[src/rtl/exc_unit.sv]
// M-stage exception unit with integrated CP0 state (Status/Cause/EPC/BadVAddr/Count/Compare),
// timer interrupt and flush/redirect sequencing.
module exc_unit #(
  parameter int unsigned NUM_INT   = 6,
  parameter logic [31:0] EXC_VEC   = 32'hBFC0_0380,
  parameter int unsigned FLUSH_CYC = 1,
  parameter int unsigned TIMER_EN  = 1
) (
  input  logic               clk,
  input  logic               rst,
  input  logic [NUM_INT-1:0] ext_int,
  input  logic               validM,
  input  logic               stallM,
  input  logic [31:0]        pcM,
  input  logic               delayslotM,
  input  logic [31:0]        bad_addrM,
  input  logic               instadel,
  input  logic               adel,
  input  logic               ades,
  input  logic               syscall,
  input  logic               brk,
  input  logic               eret,
  input  logic               invalid,
  input  logic               overflow,
  input  logic               cp0weW,
  input  logic [4:0]         waddrW,
  input  logic [31:0]        wdataW,
  input  logic [4:0]         raddr,
  output logic [31:0]        rdata,
  output logic [31:0]        excepttypeM,
  output logic               flush,
  output logic [31:0]        newpc,
  output logic [31:0]        status_o,
  output logic [31:0]        cause_o,
  output logic [31:0]        epc_o,
  output logic               timer_int
);

  localparam int unsigned CNT_W = 3;
  localparam logic [4:0] REG_BADVADDR = 5'd8;
  localparam logic [4:0] REG_COUNT    = 5'd9;
  localparam logic [4:0] REG_COMPARE  = 5'd11;
  localparam logic [4:0] REG_STATUS   = 5'd12;
  localparam logic [4:0] REG_CAUSE    = 5'd13;
  localparam logic [4:0] REG_EPC      = 5'd14;

  localparam logic [31:0] EXC_INT  = 32'h1;
  localparam logic [31:0] EXC_ADEL = 32'h4;
  localparam logic [31:0] EXC_ADES = 32'h5;
  localparam logic [31:0] EXC_SYS  = 32'h8;
  localparam logic [31:0] EXC_BP   = 32'h9;
  localparam logic [31:0] EXC_RI   = 32'hA;
  localparam logic [31:0] EXC_OV   = 32'hC;
  localparam logic [31:0] EXC_ERET = 32'hE;

  typedef enum logic {S_IDLE, S_FLUSH} state_e;

  state_e           state_q, state_d;
  logic [CNT_W-1:0] cnt_q, cnt_d;
  logic             flush_q, flush_d;
  logic [31:0]      newpc_q, newpc_d;
  logic [7:0]       im_q, im_d;
  logic             exl_q, exl_d, ie_q, ie_d;
  logic [1:0]       ip_sw_q, ip_sw_d;
  logic [5:0]       ip_hw_q, ip_hw_d;
  logic             bd_q, bd_d;
  logic [4:0]       exccode_q, exccode_d;
  logic [31:0]      epc_q, epc_d, badvaddr_q, badvaddr_d;
  logic [31:0]      count_q, count_d, compare_q, compare_d;
  logic             phase_q, phase_d;
  logic             timer_q, timer_d;

  logic        timer_ip;
  logic [7:0]  ip_eff;
  logic [31:0] status_v, cause_v;
  logic        int_req, commit;

  // Architectural views of Status/Cause; IP7 also carries the timer interrupt.
  always_comb begin
    timer_ip = (TIMER_EN != 0) && timer_q;
    ip_eff   = {ip_hw_q[5] | timer_ip, ip_hw_q[4:0], ip_sw_q};
    status_v = {9'd0, 1'b1, 6'd0, im_q, 6'd0, exl_q, ie_q};
    cause_v  = {bd_q, 15'd0, ip_eff, 1'b0, exccode_q, 2'd0};
    int_req  = ((ip_eff & im_q) != 8'd0) && !exl_q && ie_q;
  end

  // Priority encoder; nothing is reported while a flush is in progress.
  always_comb begin
    excepttypeM = 32'd0;
    if (validM && state_q == S_IDLE) begin
      if (int_req)              excepttypeM = EXC_INT;
      else if (instadel || adel) excepttypeM = EXC_ADEL;
      else if (ades)            excepttypeM = EXC_ADES;
      else if (syscall)         excepttypeM = EXC_SYS;
      else if (brk)             excepttypeM = EXC_BP;
      else if (eret)            excepttypeM = EXC_ERET;
      else if (invalid)         excepttypeM = EXC_RI;
      else if (overflow)        excepttypeM = EXC_OV;
    end
    commit = (excepttypeM != 32'd0) && !stallM && (state_q == S_IDLE);
  end

  always_comb begin
    unique case (raddr)
      REG_BADVADDR: rdata = badvaddr_q;
      REG_COUNT:    rdata = count_q;
      REG_COMPARE:  rdata = compare_q;
      REG_STATUS:   rdata = status_v;
      REG_CAUSE:    rdata = cause_v;
      REG_EPC:      rdata = epc_q;
      default:      rdata = 32'd0;
    endcase
  end

  // Next state: MTC0 first, then commit overrides the fields it owns.
  always_comb begin
    state_d    = state_q;
    cnt_d      = cnt_q;
    flush_d    = 1'b0;
    newpc_d    = newpc_q;
    im_d       = im_q;
    exl_d      = exl_q;
    ie_d       = ie_q;
    ip_sw_d    = ip_sw_q;
    ip_hw_d    = 6'(ext_int);
    bd_d       = bd_q;
    exccode_d  = exccode_q;
    epc_d      = epc_q;
    badvaddr_d = badvaddr_q;
    compare_d  = compare_q;
    count_d    = count_q;
    phase_d    = !phase_q;
    timer_d    = timer_q;

    if (cp0weW) begin
      unique case (waddrW)
        REG_STATUS: begin
          im_d  = wdataW[15:8];
          exl_d = wdataW[1];
          ie_d  = wdataW[0];
        end
        REG_CAUSE:   ip_sw_d   = wdataW[9:8];
        REG_EPC:     epc_d     = wdataW;
        REG_COMPARE: compare_d = wdataW;
        default: ;
      endcase
    end

    if (cp0weW && waddrW == REG_COUNT) begin
      count_d = wdataW;
      phase_d = 1'b0;
    end else if (phase_q) begin
      count_d = count_q + 32'd1;
    end

    if (cp0weW && waddrW == REG_COMPARE) timer_d = 1'b0;
    else if (count_d == compare_d)       timer_d = 1'b1;

    unique case (state_q)
      S_IDLE: begin
        if (commit) begin
          if (excepttypeM == EXC_ERET) begin
            exl_d   = 1'b0;
            newpc_d = (cp0weW && waddrW == REG_EPC) ? wdataW : epc_q;
          end else begin
            if (!exl_q) begin
              epc_d = delayslotM ? pcM - 32'd4 : pcM;
              bd_d  = delayslotM;
            end
            exccode_d = (excepttypeM == EXC_INT) ? 5'd0 : excepttypeM[4:0];
            exl_d     = 1'b1;
            newpc_d   = EXC_VEC;
            if (excepttypeM == EXC_ADEL || excepttypeM == EXC_ADES)
              badvaddr_d = instadel ? pcM : bad_addrM;
          end
          state_d = S_FLUSH;
          cnt_d   = CNT_W'(FLUSH_CYC - 1);
        end
      end
      S_FLUSH: begin
        if (cnt_q == '0) state_d = S_IDLE;
        else             cnt_d   = cnt_q - CNT_W'(1);
      end
    endcase

    flush_d = (state_d == S_FLUSH);
  end

  always_ff @(posedge clk) begin
    if (!rst) begin
      state_q    <= S_IDLE;
      cnt_q      <= '0;
      flush_q    <= 1'b0;
      newpc_q    <= 32'd0;
      im_q       <= 8'd0;
      exl_q      <= 1'b0;
      ie_q       <= 1'b0;
      ip_sw_q    <= 2'd0;
      ip_hw_q    <= 6'd0;
      bd_q       <= 1'b0;
      exccode_q  <= 5'd0;
      epc_q      <= 32'd0;
      badvaddr_q <= 32'd0;
      count_q    <= 32'd0;
      compare_q  <= 32'd0;
      phase_q    <= 1'b0;
      timer_q    <= 1'b0;
    end else begin
      state_q    <= state_d;
      cnt_q      <= cnt_d;
      flush_q    <= flush_d;
      newpc_q    <= newpc_d;
      im_q       <= im_d;
      exl_q      <= exl_d;
      ie_q       <= ie_d;
      ip_sw_q    <= ip_sw_d;
      ip_hw_q    <= ip_hw_d;
      bd_q       <= bd_d;
      exccode_q  <= exccode_d;
      epc_q      <= epc_d;
      badvaddr_q <= badvaddr_d;
      count_q    <= count_d;
      compare_q  <= compare_d;
      phase_q    <= phase_d;
      timer_q    <= timer_d;
    end
  end

  assign flush     = flush_q;
  assign newpc     = newpc_q;
  assign status_o  = status_v;
  assign cause_o   = cause_v;
  assign epc_o     = epc_q;
  assign timer_int = timer_q;

endmodule

[config.mk]
export PLATFORM = sky130hd
export DESIGN_NAME = exc_unit
export DESIGN_NICKNAME = d
export VERILOG_FILES = /design/src/rtl/exc_unit.sv
export SDC_FILE = /design/constraint.sdc
export NUM_CORES = 1
export LEC_CHECK = 0
export BUFFER_PORTS_ARGS = -buffer_cell sky130_fd_sc_hd__clkbuf_2
export CORE_ASPECT_RATIO = 1.75
export CORE_MARGIN = 3
export CORE_UTILIZATION = 50
export DETAILED_ROUTE_END_ITERATION = 8
export PLACE_DENSITY = 0.76
export SYNTH_ARGS = -nofsm -noshare
export SYNTH_HDL_FRONTEND = slang
export SYNTH_SLANG_ARGS = --single-unit
[constraint.sdc]
create_clock -name clk -period 4.2 [get_ports clk]
set_input_delay 1.26 -clock clk [delete_from_list [all_inputs] [get_ports clk]]
set_output_delay 1.26 -clock clk [all_outputs]
set_load 0.01 [all_outputs]
=== Word level (Yosys, flattened, before mapping) ===
Index checks and enable logic that the tools add are counted.

* Add/sub/neg operators: 3
* Mux-type cells: 36
* Equal/unequal tests: 18
* Bitwise gates (word level): 6
* Reduce and logical (&&, ||, !) cells: 25

{| class="wikitable"
|+ Operator list
! kind !! number
|-
| two-way mux 32 bit || 14
|-
| one-hot mux 32 bit (6 select lines) || 1
|-
| == test 32 x 3 -> 1 bit (second input constant) || 2
|-
| == test 5 x 4 -> 1 bit (second input constant) || 11
|-
| two-way mux 4 bit || 9
|-
| adder 32 x 1 -> 32 bit (second input constant) || 1
|-
| == test 32 x 1 -> 1 bit (second input constant) || 1
|-
| == test 32 bit || 1
|-
| == test 32 x 4 -> 1 bit (second input constant) || 1
|-
| nonzero test 32 bit || 1
|-
| subtractor 32 x 3 -> 32 bit (second input constant) || 1
|-
| bitwise AND 8 bit || 1
|-
| logical AND 1 bit || 8
|-
| AND reduction 2 bit || 4
|-
| AND reduction 4 bit || 2
|-
| nonzero test 8 bit || 1
|-
| two-way mux 1 bit || 7
|-
| two-way mux 3 bit || 2
|-
| one-hot mux 3 bit (2 select lines) || 1
|-
| two-way mux 5 bit || 1
|-
| != test 2 bit (second input constant) || 2
|-
| NOT 1 bit || 4
|-
| OR reduction 2 bit || 2
|-
| zero test 1 bit || 3
|-
| other kinds (6) || 7
|}

* Flip-flop bits (word level): 190
* Input bits: 126
* Output and inout bits: 194

=== Longest topological paths before layout ===
Gate-level depths: netlist (run 1).

* Word-level depth: 14
* Gate-level depth with buffers: 13
* Depth with buffers taken out: 10

=== Least setup slack after synthesis (run 1) ===
Ideal clock, no wire load.

* Path type: in2out
* Start point: input port raddr[1]
* End point: output port rdata[17]
* Arrival: 2.602 ns
* Cell stages on the path: 7
* Path slack: 0.338 ns
* Data required time: 2.940 ns
* Path through: clkbuf_1 > inv_1 > nand2_1 > nor4_1 > clkbuf_1 > a22o_1 > a221o_1

* Word-level cells in the longest chain between the ends: 2

{| class="wikitable"
|+ RTL lines
! what !! RTL line !! source
|-
| from (decl) || 28 || <nowiki>input logic [4:0] raddr,</nowiki>
|-
| == test 5 x 4 -> 1 bit || 104 || <nowiki>unique case (raddr)</nowiki>
|-
| one-hot mux 32 bit (6 select lines) * || 104 ||
|-
| to (decl) || 29 || <nowiki>output logic [31:0] rdata,</nowiki>
|}

Mark *: on every way between the ends. The rest lies on a longest branch, timed or not.

=== Final worst setup path (run 1) ===
* Start point: input port raddr[1]
* End point: output port rdata[20]

The elaborated chain is that of the path after synthesis.

==> results of run 1 <==
## worst reg2reg max path, stage by stage (launching register included)
cell and delay, ns:
sky130_fd_sc_hd__dfxtp_1 0.46, sky130_fd_sc_hd__nand4_1 0.38, sky130_fd_sc_hd__nor4_1 0.67, sky130_fd_sc_hd__xnor2_1 0.20, sky130_fd_sc_hd__xnor2_1 0.17, sky130_fd_sc_hd__o32ai_1 0.53
sky130_fd_sc_hd__o2111ai_1 0.21, sky130_fd_sc_hd__nor4_1 0.48, sky130_fd_sc_hd__nand4_1 0.15, sky130_fd_sc_hd__o31ai_1 0.19
## metrics by stage
step | hold WS (ns) | area [um^2]
floorplan | 0.4436 | 11670
global placement | 0.4531 | 12760
detailed placement | 0.4771 | 12760
CTS | 0.4866 | 13350
global route | 0.4984 | 13350
finish | 0.4906 | 13350
## final cells by class
class / instances / area share [%]
flip-flops and latches: 189 / 28.33
repair buffers: 294 / 12.50
well taps: 296 / 2.773
diodes: 2 / 0.03748
multi-input cells: 1075 / 51.34
inverters: 21 / 0.6090
clock buffers: 18 / 3.289
clock inverters: 14 / 1.115
## path summary, 6_finish.rpt
check / slack, ns / startpoint / cells past startpoint / endpoint
max reg2reg: 0.66 / phase_q / 9 / timer_int
min reg2reg: 0.49 / cnt_q[0] / 2 / cnt_q[0]
min: 0.49 / cnt_q[0] / 2 / cnt_q[0]
max: 0.26 / raddr[1] / 8 / rdata[20]
## state kept, by name, indices dropped and copies added, names as in the netlist, 2 cells and up
signal	flops
count_q	32
epc_o	32
ip_sw_q	2
newpc	32
ip_hw_q	6
im_q	8
cnt_q	3
badvaddr_q	32
compare_q	32
exccode_q	4
## kinds of logic after synthesis
| logic type | Yosys count | share of synthesized area, % |
|---|---|---|
| AND/OR/NAND/NOR | 476 | 19.81 |
| AO/OA/AOI/OAI | 329 | 20.62 |
| buffers and inverters | 204 | 9.361 |
| flip-flops | 189 | 33.15 |
| XOR/XNOR | 105 | 8.484 |
| multiplexers | 92 | 8.078 |
| adder cells (fa/ha/maj) | 4 | 0.4385 |
| other | 2 | 0.06579 |
## synth_stat cells, types with 3 or more instances
cell,count
sky130_fd_sc_hd__nor4_1,10
sky130_fd_sc_hd__o211ai_1,7
sky130_fd_sc_hd__dfxtp_1,189
sky130_fd_sc_hd__nor3b_1,4
sky130_fd_sc_hd__a22oi_1,29
sky130_fd_sc_hd__a22o_1,19
sky130_fd_sc_hd__a311oi_1,15
sky130_fd_sc_hd__inv_1,20
sky130_fd_sc_hd__a211oi_1,85
sky130_fd_sc_hd__nand4_1,13
sky130_fd_sc_hd__clkbuf_2,3
sky130_fd_sc_hd__buf_4,78
sky130_fd_sc_hd__nand2_1,114
sky130_fd_sc_hd__or4_1,7
sky130_fd_sc_hd__a21oi_1,78
sky130_fd_sc_hd__nor2b_1,4
sky130_fd_sc_hd__buf_2,5
sky130_fd_sc_hd__nand3_1,28
sky130_fd_sc_hd__a31oi_1,10
sky130_fd_sc_hd__o32ai_1,4
sky130_fd_sc_hd__clkbuf_1,87
sky130_fd_sc_hd__nor3_1,49
sky130_fd_sc_hd__a222oi_1,8
sky130_fd_sc_hd__or2_2,5
sky130_fd_sc_hd__nand2b_1,9
sky130_fd_sc_hd__and3_1,6
sky130_fd_sc_hd__o21ai_0,23
sky130_fd_sc_hd__mux2i_1,91
sky130_fd_sc_hd__or3_1,12
sky130_fd_sc_hd__o21a_1,4
sky130_fd_sc_hd__xnor2_1,63
sky130_fd_sc_hd__nor2_1,183
sky130_fd_sc_hd__nand3b_1,3
sky130_fd_sc_hd__o31ai_1,3
sky130_fd_sc_hd__and2_1,12
sky130_fd_sc_hd__o221ai_1,4
sky130_fd_sc_hd__a221o_1,19
sky130_fd_sc_hd__xnor3_1,3
sky130_fd_sc_hd__xor2_1,38
sky130_fd_sc_hd__ha_1,4
sky130_fd_sc_hd__buf_1,10
## power by group through the flow
stage               logic, mW  clock network [mW]  registers, mW
finish                  0.649                1.66           1.96
global route            0.699                1.73           1.96
CTS                     0.641                1.66           1.95
detailed placement      0.638                   0           2.00
global placement        0.630                   0           1.99
floorplan               0.404                   0           1.97
## routing by layer
| metal | up-vias | wire [um] |
|---|---|---|
| met4 | 0 | 2859 |
| met5 | - | 0 |
| met2 | 665 | 20300 |
| met3 | 137 | 3543 |
| li1 | 5289 | - |
| met1 | 5435 | 15310 |
==> reports/qor.yml, run 1 <==
area_of_the_multi_input_gates_mm2: 0.006857
globalRoute.totalOverflow: 0
timing.hold.worst.class: "reg -> reg"
crit_path_start_kind: "input port"
hold_buffers_post_cts: 0
synth_top_area_share_pct: 33.15
switching_fraction_of_total_power_pct: 30.49
final_min_period_over_clock_period_pct: 93.74
gp_congestion: 1.011
skew_ns: 0.008749
power.share.clock_pct: 38.9
clockRootBuffer: "sky130_fd_sc_hd__clkbuf_16"
grtUsageMet3_pct: 4.765
synth.cell_area_mm2: 0.01141
fin_tns_setup_ns: 0
maxCapViolCount: 0
yosys_register_bits: 189
synth-edff-count: 0
num-fill-cells: 2055
crit_chain: "clkbuf_2 > inv_1 > nand2_1 > nor4_2 > buf_12 > a22o_1 > a221o_1 > clkbuf_2"
fp.dieH_um: 205.9
yosysTopAreaCell: "sky130_fd_sc_hd__dfxtp_1"
drtIter0Drc: 1132
detailedRoute.firstPassIterationCount: 8
critPathBufInv: 4
pre_cts_ws_ns: 0.3158
postCtsSetupRepairBufs: 0
initial_antenna_violation_count: 2
post-layout-total-power_mw: 4.264
critPathMostFrequentCell: "sky130_fd_sc_hd__clkbuf_2"
finalMaxSlewViolations: 0
clk_path_buf_depth: 2
grt_max_degree: 65
via_per_inst: 6.038
finalWorstSetupSlack_ns: 0.2630
grt.met1_usage_pct: 39.24
synthesis.instances: 1401
seqPwrFrac_pct: 45.9
intPower_mw: 2.964
switching_pwr_mw: 1.300
max_freq_mhz: 254.0
most-common-layout-cells: "sky130_fd_sc_hd__clkbuf_2 (250), sky130_fd_sc_hd__dfxtp_1 (189), sky130_fd_sc_hd__nor2_1 (181)"
avgRoutedWirePerCell_um: 22.01
hpwl_um: 33240
grt_util_all_layers_pct: 32.84
clock_sinks: 189
criticalPathCategory: "in -> out"
clk_pin_slew_worst_paths_ns: 0.07
rsz_0062_raised_after_global_routing: "false"
ys_async_sr_fraction_pct: 0
vias_in_the_first_global_route: 10880
endpoints_failing_hold: 0
post_cts.resized_instances: 0
drc_errors: 0
combPwrFrac_pct: 15.2
ioPinCount: 320
placed_cells_incl_taps: 1875
tritoncts_clock_tree: "yes"
routed_wl_um: 42010
instances_no_fill: 1909
outcome: "finished, final reports clean"
synth_warnings: 0
synth.yosys.seq_area_share_pct: 33.15
slew_headroom_pct: 50.75
worstPathMaxFanout: 27
worst_ep_required_time_ns: 2.94
tightest_slew_ns: 0.7326
finalSetupViolations: 0
grt_first_pass_wirelength_um: 62630
cell_row_count: 72
placeableCoreArea_mm2: 0.02225
finalNetCount: 1728
critical-path-slowest-cell: "sky130_fd_sc_hd__nor4_2"
insertion_delay_ns: 0.44
critical-path-max-stage-delay_ns: 0.31
power.leakage_nw: 5.426
drive_above_1_share_pct: 22.35
worst_ep_arrival_time_ns: 2.68
dr_total_vias: 11530
tritoncts.num_buffers: 17
cts-htree-levels: 4
start_util_pct: 51.30
post_synth.cell_area_avg_um2: 8.148
die_width_um: 120.2
areaGrowthSynthToFinish_pct: 16.99
regArea_mm2: 0.003784
vdd_drop_max_mv: 0.2915
largest_cells_by_area_after_synthesis: "sky130_fd_sc_hd__dfxtp_1 (33%), sky130_fd_sc_hd__mux2i_1 (8.0%), sky130_fd_sc_hd__nor2_1 (6.0%)"
mostFrequentLayoutCell: "sky130_fd_sc_hd__clkbuf_2"
met2_usage_pct: 55.62
critical-path-top-delay-family: "buffers and inverters"
crit_path_end_kind: "primary output"
grt-busiest-layer: "met2"
postRouteAntennaNets: 0
p_per_area_mw_per_mm2: 319.3
dominantRegCellSynth: "sky130_fd_sc_hd__dfxtp_1"
synth_cell_type_count: 72
port-buffer-count: 250
final_util_pct: 60.01
fin_crit_ns: 3.937
floorplan.die_area_mm2: 0.02475
No activity file was read; power rests on OpenSTA's default activity.
==> run 2: changes to the inputs <==
ABC_AREA = 1   (was not set)
PLACE_DENSITY = 0.75   (was 0.76)
==> run 2 against run 1 <==
Effect of this change: non-clock buffer count fell by 16; flip-flop and latch count did not move; critical path type unchanged; count of clock-buffer cells in the layout fell by 1; sequential power barely moved; global-route usage rose by 1.8 points; worst hold slack got worse by 0.027 ns.
==> reports/qor.yml, run 2 <==
synth_top_cells_by_count: "sky130_fd_sc_hd__nand2_1 (380), sky130_fd_sc_hd__nor2_1 (268), sky130_fd_sc_hd__inv_1 (243)"  # was sky130_fd_sc_hd__dfxtp_1 (189), sky130_fd_sc_hd__nor2_1 (183), sky130_fd_sc_hd__nand2_1 (114)
port-buffer-count: 250  # unchanged
gp_congestion: 0.9530  # was 1.011
synth-edff-count: 0  # unchanged
areaGrowthSynthToFinish_pct: 15.01  # was 16.99%
grt.met1_usage_pct: 41.81  # was 39.24%
max_freq_mhz: 241.6  # was 254.0 MHz
min-delay-start: "cnt_q[2]"  # was cnt_q[0]
rsz_0062_raised_after_global_routing: "false"  # unchanged
synth_top_area_share_pct: 31.70  # was 33.15%
skew_ns: 0.009735  # was 0.008749 ns
synthesis.instances: 1816  # was 1,401
tritoncts.num_buffers: 17  # unchanged
worst_ep_arrival_time_ns: 2.88  # was 2.68 ns
via_per_inst: 5.444  # was 6.038
yosys.area_share.simple_pct: 30.30  # was 19.81%
timing.hold.worst.class: "reg -> reg"  # unchanged
crit_path_start_kind: "input port"  # unchanged
crit-reg2reg-capture: "timer_int"  # unchanged
grt-busiest-layer: "met2"  # unchanged
crit_path_end_kind: "primary output"  # unchanged
place_area_mm2: 0.01310  # was 0.01276 mm^2
avgRoutedWirePerCell_um: 19.43  # was 22.01 um
finalNetCount: 2154  # was 1,728
power.leakage_nw: 6.685  # was 5.426 nW
drtIter0Drc: 1163  # was 1,132
start_util_pct: 50.95  # was 51.30%
area_of_the_multi_input_gates_mm2: 0.006504  # was 0.006857 mm^2
yosys_register_bits: 189  # unchanged
hpwl_um: 36230  # was 33,240 um
drc_errors: 0  # unchanged
synth_compound_area_share_pct: 15.72  # was 20.62%
synth_top_family_by_area: "simple AND/OR/NAND/NOR gates"  # was compound AO/OA/AOI/OAI gates
largest_cells_by_area_after_synthesis: "sky130_fd_sc_hd__dfxtp_1 (32%), sky130_fd_sc_hd__nand2_1 (12%), sky130_fd_sc_hd__nor2_1 (8.4%)"  # was sky130_fd_sc_hd__dfxtp_1 (33%), sky130_fd_sc_hd__mux2i_1 (8.0%), sky130_fd_sc_hd__nor2_1 (6.0%)
synth.yosys.seq_area_share_pct: 31.70  # was 33.15%
design_area_mm2: 0.01373  # was 0.01335 mm^2
num-fill-cells: 2299  # was 2,055
postCtsSetupRepairBufs: 0  # unchanged
clockRootBuffer: "sky130_fd_sc_hd__clkbuf_16"  # unchanged
placed_cells_incl_taps: 2309  # was 1,875
crit_chain: "clkbuf_2 > nor2_1 > inv_1 > buf_4 > nor3_1 > inv_1 > buf_12 > o22ai_1 > a221oi_1 > o211ai_1 > clkbuf_2"  # was clkbuf_2 > inv_1 > nand2_1 > nor4_2 > buf_12 > a22o_1 > a221o_1 > clkbuf_2
worstPathMaxFanout: 21  # was 27
postRouteAntennaNets: 0  # unchanged
drive_above_1_share_pct: 19.25  # was 22.35%
vias_in_the_first_global_route: 11700  # was 10,880
critical-path-max-stage-delay_ns: 0.26  # was 0.31 ns
worst_ep_required_time_ns: 2.94  # about the same
insertion_delay_ns: 0.46  # was 0.44 ns
die_width_um: 122.8  # was 120.2 um
synth.cell_area_mm2: 0.01194  # was 0.01141 mm^2
hold-worst-slack_ns: 0.4638  # was 0.4906 ns
met2_usage_pct: 58.38  # was 55.62%
finalMaxSlewViolations: 0  # unchanged
post-layout-total-power_mw: 4.415  # was 4.264 mW
synth_warnings: 0  # unchanged
maxCapViolCount: 0  # unchanged
cts-htree-levels: 4  # unchanged
tightest_slew_ns: 1.119  # was 0.7326 ns
initial_antenna_violation_count: 1  # was 2
cell_row_count: 74  # was 72
most-common-layout-cells: "sky130_fd_sc_hd__nand2_1 (380), sky130_fd_sc_hd__nor2_1 (268), sky130_fd_sc_hd__clkbuf_2 (250)"  # was sky130_fd_sc_hd__clkbuf_2 (250), sky130_fd_sc_hd__dfxtp_1 (189), sky130_fd_sc_hd__nor2_1 (181)
routed_wl_um: 45470  # was 42,010 um
ioPinCount: 320  # unchanged
synthMostInstantiatedCell: "sky130_fd_sc_hd__nand2_1"  # was sky130_fd_sc_hd__dfxtp_1
mostFrequentLayoutCell: "sky130_fd_sc_hd__nand2_1"  # was sky130_fd_sc_hd__clkbuf_2
holdPathStages: 2  # unchanged
post_synth_fa_ha_maj_area_fraction_pct: 0.4193  # was 0.4385%
ys_async_sr_fraction_pct: 0  # unchanged
instances_no_fill: 2341  # was 1,909
outcome: "finished, final reports clean"  # unchanged
regToRegSetupSlack_ns: 1.18  # was 0.66 ns
floorplan.die_area_mm2: 0.02583  # was 0.02475 mm^2
r2r.worst_path.cells: 17  # was 9
clk_pin_slew_worst_paths_ns: 0.08  # was 0.07 ns
synthMuxAreaShare_pct: 3.281  # was 8.078%
grt_max_degree: 146  # was 65
regToRegStartpoint: "count_q[0]"  # was phase_q
endpoints_failing_hold: 0  # unchanged
slew_headroom_pct: 24.90  # was 50.75%
synth_cell_type_count: 49  # was 72
p_per_area_mw_per_mm2: 321.6  # was 319.3 mW/mm^2
clock_sinks: 189  # unchanged
placeableCoreArea_mm2: 0.02343  # was 0.02225 mm^2
grtUsageMet3_pct: 5.450  # was 4.765%
critical-path-slowest-cell: "sky130_fd_sc_hd__nor3_1"  # was sky130_fd_sc_hd__nor4_2
critPathBufInv: 6  # was 4
tritoncts_clock_tree: "yes"  # unchanged
grt_first_pass_wirelength_um: 67270  # was 62,630 um
fin_crit_ns: 4.139  # was 3.937 ns
synth_xor_area_share_pct: 2.422  # was 8.484%
grt_util_all_layers_pct: 34.64  # was 32.84%
globalRoute.totalOverflow: 0  # unchanged
clk_path_buf_depth: 2  # unchanged
detailedRoute.firstPassIterationCount: 6  # was 8
finalSetupViolations: 0  # unchanged
regArea_mm2: 0.003784  # unchanged
final_min_period_over_clock_period_pct: 98.54  # was 93.74%
vdd_drop_max_mv: 0.2836  # was 0.2915 mV
yosysTopAreaCell: "sky130_fd_sc_hd__dfxtp_1"  # unchanged
dr_total_vias: 12750  # was 11,530
worstHoldEndpoint: "cnt_q[2]"  # was cnt_q[0]
fp.dieH_um: 210.4  # was 205.9 um
criticalPathCategory: "in -> out"  # unchanged
post_synth.cell_area_avg_um2: 6.572  # was 8.148 um^2
critical-path-top-delay-family: "buffers and inverters"  # unchanged
dominantRegCellSynth: "sky130_fd_sc_hd__dfxtp_1"  # unchanged
[run 2: cell types whose count changed after synthesis, moves of 48 or more]
cell and change:
sky130_fd_sc_hd__a211oi_1 -53, sky130_fd_sc_hd__o21ai_0 +68, sky130_fd_sc_hd__clkbuf_1 -48, sky130_fd_sc_hd__xnor2_1 -50, sky130_fd_sc_hd__nor2_1 +85, sky130_fd_sc_hd__nand3_1 +77
sky130_fd_sc_hd__nand2_1 +266, sky130_fd_sc_hd__inv_1 +223, sky130_fd_sc_hd__mux2i_1 -80
[run 2: stage by stage]
stage | setup WS [ns] | setup TNS, ns | utilization (%)
after detailed placement | -0.3043 | -1.832 | 55.93
after floorplan | 0.4532 | 0 | -
after CTS | 0.05648 | 0 | 58.56
final | 0.06143 | 0 | 58.60
after global routing | 0.005185 | 0 | 58.60
after global placement | -0.2803 | -1.470 | 55.93
[run 2: logic make-up after synthesis]
family | count (synthesis)
flip-flops | 189
multiplexers | 36
buffers and inverters | 404
adder cells (fa/ha/maj) | 4
AO/OA/AOI/OAI | 308
AND/OR/NAND/NOR | 840
XOR/XNOR | 33
other | 2
[run 2: area by class of cell]
type	count	share of cell area (%)
Multi-Input combinational cell	1290	47.38
Sequential cell	189	27.56
Timing Repair Buffer	278	11.01
Inverter	248	6.800
Clock buffer	17	3.099
Tap cell	304	2.771
Clock inverter	14	1.358
Antenna cell	1	0.01823
[run 2: routing by layer]
layer	share of wire, %	up-vias	wire length, um
met5	0	-	0
met4	5.5	0	2516
met3	7.6	125	3463
met2	49	635	22260
met1	38	5857	17240
li1	-	6128	-
[run 2: worst max-delay path by stage]
stage	startpoint	endpoint	slack (ns)	cells past startpoint
final	raddr[4]	rdata[13]	0.06	11
after global routing	raddr[4]	rdata[29]	0.005	9
after CTS	raddr[3]	rdata[0]	0.06	7
after detailed placement	raddr[3]	rdata[0]	-0.30	7
after global placement	raddr[4]	rdata[0]	-0.28	8
after floorplan	raddr[3]	rdata[1]	0.45	8
[run 2: worst min-delay path: cells and delay by family, from the launching register on]
family / cells / cell delay, ns
flip-flops: 1 / 0.31
AO/OA/AOI/OAI: 1 / 0.05
AND/OR/NAND/NOR: 1 / 0.06
[run 2: power breakdown]
group	internal, mW	total [mW]	leakage, nW	switching, mW
Clock	0.949	1.72	0.300	0.776
Combinational	0.241	0.728	4.84	0.486
Sequential	1.88	1.96	1.54	0.0785
[run 2: repair_timing]
action	4_1_cts	5_1_grt
hold buffers	0	0
pin swaps	0	0
gates resized for setup	1	1
setup endpoints to repair	9	2
